$ cat src/rtl/gpio_uart_tx.sv
// GPIO-to-UART bridge: rising edges of the GPIO strobe collect bits LSB-first into
// bytes, a small FIFO buffers them, and an 8N1 serialiser drives tx. Define
// GPIO_UART_PARITY_EN to add an even-parity bit after the data bits.
module gpio_uart_tx #(
    parameter int CLKS_PER_BIT = 434,
    parameter int FIFO_DEPTH   = 8
) (
    input  logic                          clk,
    input  logic                          rst_n,
    input  logic                          gpio_bit,
    input  logic                          gpio_valid,
    output logic                          tx,
    output logic                          tx_busy,
    output logic [$clog2(FIFO_DEPTH):0]   fifo_level,
    output logic                          overflow
);

    localparam int AW = $clog2(FIFO_DEPTH);
    localparam int LW = AW + 1;
    localparam int BW = $clog2(CLKS_PER_BIT);

    typedef enum logic [2:0] {
        IDLE,
        START,
        DATA,
`ifdef GPIO_UART_PARITY_EN
        PARITY,
`endif
        STOP
    } state_e;

    logic          v_q;
    logic [6:0]    asm_q;
    logic [2:0]    cnt_q;
    logic          capture, push, push_ok, pop, full;
    logic [7:0]    push_byte;

    logic [7:0]    mem [FIFO_DEPTH];
    logic [AW-1:0] wr_ptr_q, rd_ptr_q;
    logic [LW-1:0] level_q;
    logic          ovf_q;

    state_e        state_q, state_d;
    logic [BW-1:0] baud_q, baud_d;
    logic [2:0]    bit_q, bit_d;
    logic [7:0]    sr_q, sr_d;
    logic          baud_done;
`ifdef GPIO_UART_PARITY_EN
    logic          par_q, par_d;
`endif

    // One capture per rising edge of the strobe, however long it is held.
    assign capture   = gpio_valid & ~v_q;
    assign push      = capture && (cnt_q == 3'd7);
    assign push_byte = {gpio_bit, asm_q};
    assign full      = (level_q == LW'(FIFO_DEPTH));
    assign push_ok   = push && (!full || pop);

    always_ff @(posedge clk or negedge rst_n) begin
        if (!rst_n) begin
            v_q   <= 1'b0;
            asm_q <= '0;
            cnt_q <= '0;
        end else begin
            v_q <= gpio_valid;
            if (capture) begin
                if (cnt_q != 3'd7) asm_q[cnt_q] <= gpio_bit;
                cnt_q <= cnt_q + 3'd1;
            end
        end
    end

    // NOTE: the byte storage has no reset; only pointers and level define validity.
    always_ff @(posedge clk) begin
        if (push_ok) mem[wr_ptr_q] <= push_byte;
    end

    always_ff @(posedge clk or negedge rst_n) begin
        if (!rst_n) begin
            wr_ptr_q <= '0;
            rd_ptr_q <= '0;
            level_q  <= '0;
            ovf_q    <= 1'b0;
        end else begin
            if (push_ok) wr_ptr_q <= wr_ptr_q + AW'(1);
            if (pop)     rd_ptr_q <= rd_ptr_q + AW'(1);
            level_q <= level_q + LW'(push_ok) - LW'(pop);
            if (push && !push_ok) ovf_q <= 1'b1;
        end
    end

    assign baud_done = (baud_q == BW'(CLKS_PER_BIT - 1));

    // NOTE: every combinational output gets a default first, so no path infers a latch.
    always_comb begin
        state_d = state_q;
        baud_d  = baud_q;
        bit_d   = bit_q;
        sr_d    = sr_q;
        pop     = 1'b0;
        tx      = 1'b1;
`ifdef GPIO_UART_PARITY_EN
        par_d   = par_q;
`endif
        if (state_q != IDLE) baud_d = baud_done ? '0 : baud_q + BW'(1);

        case (state_q)
            IDLE: begin
                if (level_q != '0) begin
                    pop     = 1'b1;
                    state_d = START;
                    baud_d  = '0;
                end
            end
            START: begin
                tx = 1'b0;
                if (baud_done) begin
                    state_d = DATA;
                    bit_d   = 3'd0;
                end
            end
            DATA: begin
                tx = sr_q[0];
                if (baud_done) begin
                    sr_d  = {1'b0, sr_q[7:1]};
                    bit_d = bit_q + 3'd1;
`ifdef GPIO_UART_PARITY_EN
                    if (bit_q == 3'd7) state_d = PARITY;
`else
                    if (bit_q == 3'd7) state_d = STOP;
`endif
                end
            end
`ifdef GPIO_UART_PARITY_EN
            PARITY: begin
                tx = par_q;
                if (baud_done) state_d = STOP;
            end
`endif
            STOP: begin
                if (baud_done) begin
                    if (level_q != '0) begin
                        pop     = 1'b1;
                        state_d = START;
                    end else begin
                        state_d = IDLE;
                    end
                end
            end
            default: state_d = IDLE;
        endcase

        if (pop) begin
            sr_d = mem[rd_ptr_q];
`ifdef GPIO_UART_PARITY_EN
            par_d = ^mem[rd_ptr_q];
`endif
        end
    end

    always_ff @(posedge clk or negedge rst_n) begin
        if (!rst_n) begin
            state_q <= IDLE;
            baud_q  <= '0;
            bit_q   <= '0;
            sr_q    <= '0;
`ifdef GPIO_UART_PARITY_EN
            par_q   <= 1'b0;
`endif
        end else begin
            // NOTE: registers take non-blocking assignments so all state updates together.
            state_q <= state_d;
            baud_q  <= baud_d;
            bit_q   <= bit_d;
            sr_q    <= sr_d;
`ifdef GPIO_UART_PARITY_EN
            par_q   <= par_d;
`endif
        end
    end

    assign tx_busy    = (state_q != IDLE) || (level_q != '0);
    assign fifo_level = level_q;
    assign overflow   = ovf_q;

endmodule

$ cat config.mk
export PLATFORM = sky130hd
export DESIGN_NAME = gpio_uart_tx
export DESIGN_NICKNAME = d
export VERILOG_FILES = /design/src/rtl/gpio_uart_tx.sv
export SDC_FILE = /design/constraint.sdc
export NUM_CORES = 1
export LEC_CHECK = 0
export CORE_MARGIN = 2
export CORE_UTILIZATION = 40
export CTS_BUF_LIST = sky130_fd_sc_hd__clkbuf_8
export CTS_CLUSTER_SIZE = 14
export DETAILED_ROUTE_END_ITERATION = 8
export SETUP_SLACK_MARGIN = 0.4
export SLEW_MARGIN = 30
export SYNTH_ARGS = -nofsm -noshare
export SYNTH_HDL_FRONTEND = slang
export SYNTH_SLANG_ARGS = --single-unit
$ cat constraint.sdc
create_clock -name clk -period 2.5 [get_ports clk]
set_input_delay 0.5 -clock clk [delete_from_list [all_inputs] [get_ports clk]]
set_output_delay 0.5 -clock clk [all_outputs]
set_load 0.01 [all_outputs]
=== After elaboration in Yosys (flattened, before gate mapping) ===
Memories as Yosys holds them, arrays and structs flattened.
Cells that the tools add are included.

* Bits in writable memories: 64
* Memories: 1
* Logic and storage cells: 80
* Register bits: 45
* Bits of input ports: 4

{| class="wikitable"
|+ Memory list
! memory !! words !! width !! read ports !! clocked after memory_dff !! wr ports !! line !! text
|-
| mem || 8 || 8 || 1 || 0 || 1 || 38 || <nowiki>logic [7:0] mem [FIFO_DEPTH];</nowiki>
|}

* Equal/unequal tests: 13
* Add/sub/neg operators: 7
* Multiplexer cells: 26
* Bitwise logic cells: 2
* Reductions and logical operators: 18
* Magnitude comparators: 2

{| class="wikitable"
|+ Operators by type and width
! kind !! number
|-
| 2-to-1 mux 9 bit || 4
|-
| 2-to-1 mux 8 bit || 3
|-
| 2-to-1 mux 3 bit || 7
|-
| adder 3 x 1 -> 3 bit (second input constant) || 4
|-
| case mux 3 bit (4 select lines) || 1
|-
| inequality test 2 bit (second input constant) || 5
|-
| adder 9 x 1 -> 9 bit (second input constant) || 1
|-
| == test 9 bit (second input constant) || 1
|-
| bitwise mux 7 bit || 1
|-
| == test 3 x 2 -> 1 bit (second input constant) || 2
|-
| == test 3 bit (second input constant) || 2
|-
| 2-to-1 mux 1 bit || 6
|-
| case mux 3 bit (2 select lines) || 1
|-
| nonzero test 2 bit || 3
|-
| AND reduction 5 bit || 1
|-
| adder 4 x 1 -> 4 bit || 1
|-
| == test 4 bit (second input constant) || 1
|-
| logical AND 1 bit || 4
|-
| less-than comparator 3 x 4 -> 1 bit (second input constant) || 1
|-
| case mux 1 bit (2 select lines) || 2
|-
| AND reduction 2 bit || 2
|-
| nonzero test 4 bit || 1
|-
| subtractor 4 x 1 -> 4 bit || 1
|-
| demux 1 bit (select 3 bit) || 1
|-
| other kinds (10) || 12
|}

=== Logic depth before layout (Yosys ltp) ===
* Depth in word-level cells: 8
* Gate-level depth with buffers: 11
* Depth with buffers taken out: 10

=== Least setup slack after synthesis ===
OpenSTA, ideal clock, no wires.

* Kind: register to register
* Start point: register state_q[0]
* End point: memory mem[0][0], enable pin
* Buffers on the path: 0
* Clock period less this slack: 2722 ps
* Cell stages (with the launch flop): 7
* Required time: 2105 ps
* Data arrival time: 2327 ps
* Slack: -222 ps
* Path through: dfrtp_1 > inv_1 > ha_1 > or2b_2 > nor4_4 > o21ai_2 > nor4_1

* Longest elaborated chain between the ends: 6
* Elaborated cells between the ends (all ways): 7
* Those cells by class: eq/ne: 1; mux: 3; reduce/logical: 3

{| class="wikitable"
|+ RTL lines
! element !! line !! text
|-
| start: declaration || 43 || <nowiki>state_e state_q, state_d;</nowiki>
|-
| start signal: assignment || 172 || <nowiki>state_q <= state_d;</nowiki>
|-
| == test 3 x 2 -> 1 bit / logical NOT 3 bit (equally long branches) || 107 || <nowiki>case (state_q)</nowiki>
|-
| case mux 1 bit (2 select lines) (*) || 107 ||
|-
| logical OR 1 bit (*) || 57 || <nowiki>assign push_ok = push && (!full || pop);</nowiki>
|-
| logical AND 1 bit (*) || 57 ||
|-
| 2-to-1 mux 1 bit (*) || 75 || <nowiki>if (push_ok) mem[wr_ptr_q] <= push_byte;</nowiki>
|-
| 2-to-1 mux 1 bit (not written as such) (*) || 75 ||
|-
| end: declaration || 38 ||
|}

Mark *: on every way between the ends. The rest lies on a longest branch, timed or not.

=== Final worst setup path ===
* Start point: register state_q[1]
* End point: register level_q[3], in the netlist fifo_level[3]

* Longest elaborated chain between the ends: 6
* Elaborated cells between the ends (all ways): 7
* Those cells by class: add/sub: 2; eq/ne: 1; mux: 1; reduce/logical: 3

{| class="wikitable"
|+ RTL lines
! element !! line !! text
|-
| == test 3 x 2 -> 1 bit / logical NOT 3 bit (equally long branches) || 107 ||
|-
| case mux 1 bit (2 select lines) (*) || 107 ||
|-
| logical OR 1 bit || 57 ||
|-
| logical AND 1 bit || 57 ||
|-
| adder 4 x 1 -> 4 bit || 87 || <nowiki>level_q <= level_q + LW'(push_ok) - LW'(pop);</nowiki>
|-
| subtractor 4 x 1 -> 4 bit (*) || 87 ||
|-
| end signal: assignment || 87 ||
|-
| end: declaration || 40 || <nowiki>logic [LW-1:0] level_q;</nowiki>
|}

Marks and branches as above.
A chain may end at the register's enable or synchronous reset.

==> Flow_metrics.wiki <==
{| class="wikitable"
! Metric !! Value
|-
| Seq/Total Area, Yosys || 62.9%
|-
| Total routed wirelength || 8.77 mm
|-
| Grt ovf || 0
|-
| Type of the most critical hold path || in -> async
|-
| Leakage || 2.26 nW
|-
| Final cell count without fillers || 513
|-
| Vias per inst || 5.23
|-
| Worst Hold Slack || 456 ps
|-
| Count of final max-slew check failures || 0
|-
| Average footprint of a synthesized cell || 15.7 um2
|-
| Deepest clock path buffer count || 2
|-
| Leading cell type in the layout, fill and taps excluded || edfxtp_1
|-
| Master of the slowest instance on the critical path || dfrtp_1
|-
| Total of endpoints with negative setup slack in the final report || 0
|-
| Top area cells in the synthesized netlist || edfxtp_1 (40%), dfrtp_1 (23%), mux4_2 (7.5%)
|-
| Wire length of the first global-routing pass || 14.5 mm
|-
| Most frequent cells in the layout || edfxtp_1 (64), dfrtp_1 (44), buf_4 (29)
|-
| Full die area || 12900 um2
|-
| Total of flip-flops plus latches after synthesis || 108
|-
| Count of distinct cell types in the synthesized netlist || 51
|-
| Mapped Nets || 328
|-
| Final nets || 383
|-
| Power density of the placed cells || 586 nW/um2
|-
| Proportion of layout cells with a drive suffix above 1 || 35.0%
|-
| Number of core rows || 40
|-
| Post-detailed-route count of antenna-violating nets || 0
|-
| Synth warn || 0
|-
| Worst IR Drop VDD || 0.000659 V
|-
| DIE WIDTH || 114 um
|-
| Initial antenna violation count || 0
|-
| Number of max-capacitance violations reported || 0
|-
| Clock insertion delay at the later pin of the skew report || 380 ps
|-
| Arrival time at the worst endpoint || 2690 ps
|-
| Largest net degree at the start of global routing || 25
|-
| Top cell type by total area after synthesis || edfxtp_1
|-
| Port Buffer Count || 10
|-
| Top-area cell type share of the netlist area || 40.0%
|-
| Synth Flop Type || edfxtp_1
|-
| Worst stage delay on the critical path || 430 ps
|-
| Number of H-tree levels || 3
|-
| Height of the chip || 114 um
|-
| Clock buffer count from CTS || 9
|-
| All-layer global routing usage || 15.0%
|-
| Count of flip-flops with a built-in enable after synthesis || 64
|-
| Crit Path Max Fanout || 4
|-
| Syn-to-layout area delta || 21.7%
|-
| DR iter-0 viols || 101
|-
| Root buf cell || clkbuf_8
|-
| Vias after detailed routing || 2683
|-
| Vias in the first global route || 2764
|-
| DP Cell Count || 474
|-
| Starting density of the core || 40.5%
|-
| Synth Cell Area || 4810 um2
|-
| Crit-path cells || inv_2 > ha_4 > or2b_4 > nor4_4 > nor2_2 > or2_4 > ha_4 > a21o_1 > a21oi_2 > xor2_1
|-
| Actual slew at the worst max-slew pin || 631 ps
|-
| Cell mode on critical path || ha_4
|-
| HPWL reported at the end of detailed placement || 5.86 mm
|-
| Drt pass-1 iters || 4
|-
| Synth async-reset ratio || 40.7%
|-
| Required time reported for the critical path endpoint || 2800 ps
|-
| Synthesized instance count || 306
|-
| Final hold violation count || 0
|-
| Reg clk slew, reported paths || 90 ps
|-
| Num Clock Sinks || 108
|-
| Worst Clk Skew || 9.70 ps
|-
| Number of I/O pins || 11
|-
| Std-Cell Core Area || 11900 um2
|-
| Fmax || 418 MHz
|-
| Diode insertion count for antenna repair || 0
|-
| Type of origin of the critical path || flip-flop
|-
| Detailed-route wire length per cell || 17.1 um
|-
| CTS tree || done
|-
| Period utilization || 95.6%
|-
| RSZ-0062 raised after global routing || yes
|-
| Worst Path Class, Setup || reg -> reg
|-
| RePlAce Congestion || 0.776
|-
| Final critical delay including setup and external delays || 2390 ps
|-
| Kind of end point of the critical path || flip-flop
|-
| Residual DRC count || 0
|-
| Result of the run || finished clean
|-
| Slew headroom || 57.9%
|}
==> layout make-up <==
class | instances | area [um2]
fillers | 983 | 6010
repair buffers | 54 | 556
inverters | 12 | 47.5
multi-input cells | 176 | 1870
well taps | 147 | 184
clock inverters | 6 | 33.8
clock buffers | 10 | 138
flip-flops and latches | 108 | 3020
==> cell usage after synthesis (all sizes together) (2+ instances only) <==
library cell	number
edfxtp	64
dfrtp	44
mux2i	25
nand2	18
ha	17
mux4	16
mux2	14
inv	12
o21ai	9
nor2	8
a21oi	7
buf	7
nand3	6
nor3	5
xnor2	5
and2	4
o22ai	4
a22o	3
and3	3
clkbuf	3
nand2b	3
nor2b	3
o211ai	3
xor2	3
a21o	2
nand4	2
nor3b	2
nor4	2
==> what timing repair did <==
action / CTS / global route
endpoints found under the setup margin: 71 / 77
gates resized for setup: 14 / 21
hold endpoints to repair: 3 / 0
setup buffers: 11 / 11
pin swaps: 8 / 16
hold buffers: 1 / 0
gates cloned: 0 / 0
==> per-layer routing <==
layer | part of all wire [%] | wire, um | GRT usage [%] | up-vias
met3 | 2.3 | 206 | 4.20 | 6
met1 | 49 | 4250 | 20.7 | 1393
met2 | 48 | 4210 | 23.2 | 17
li1 | - | - | - | 1267
met4 | 1.1 | 95 | 4.55 | 0
met5 | 0 | 0 | 0 | -
==> logic make-up after synthesis <==
group | share of synthesized area, %
AOI/OAI and AO/OA | 4.37
xor gates and xnor gates | 1.46
and+or+nand+nor | 8.38
buffers and inverters | 2.00
muxes | 16.1
DFF | 62.9
adders and majority gates | 4.84
==> worst paths after layout <==
path	slack (ps)	end	from	depth (start not counted)
max	110	fifo_level[3]$_DFF_PN0_	state_q[1]$_DFFE_PN0P_	10
max in group asynchronous	1510	wr_ptr_q[0]$_DFFE_PN0P_	rst_n	3
min reg2reg	520	overflow$_DFFE_PN0P_	overflow$_DFFE_PN0P_	1
min in group clk	520	overflow$_DFFE_PN0P_	overflow$_DFFE_PN0P_	1
min	460	baud_q[6]$_DFF_PN0_	rst_n	2
max reg2reg	110	fifo_level[3]$_DFF_PN0_	state_q[1]$_DFFE_PN0P_	10
==> power breakdown <==
group / switching [mW] / internal, mW / leakage, nW
sequential: 0.167 / 2.11 / 1.11
combinational: 0.0835 / 0.121 / 1.06
clock: 0.565 / 0.383 / 0.0967
total: 0.815 / 2.61 / 2.26
==> through the flow <==
stage                     worst slack (ps)  cell area (um2)  setup TNS (ps)  power (mW)  utilization (%)
after detailed placement              52.4             5380               0        2.53             45.4
final                                  109             5850               0        3.43             49.3
after CTS                              101             5680               0        3.48             47.9
after floorplan                       26.2             4900               0        2.39                -
after global routing                 -24.3             5850           -90.4        3.61             49.3
after global placement                89.5             5380               0        2.52             45.4
==> worst max-delay path: cells and delay by family (launching register included) <==
family / cells / cell delay [ps]
AO/OA/AOI/OAI: 2 / 300
XOR/XNOR: 1 / 150
adder cells (fa/ha/maj): 2 / 410
buffers and inverters: 1 / 90
flip-flops: 1 / 430
AND/OR/NAND/NOR: 4 / 940
==> flip-flops by register name (all words and copies together), names as in the netlist, 3 cells and up <==
name	cells
asm_q	7
bit_q	3
mem	64
wr_ptr_q	3
baud_q	9
cnt_q	3
rd_ptr_q	3
fifo_level	4
sr_q	8
No activity file was read; power rests on OpenSTA's default activity.
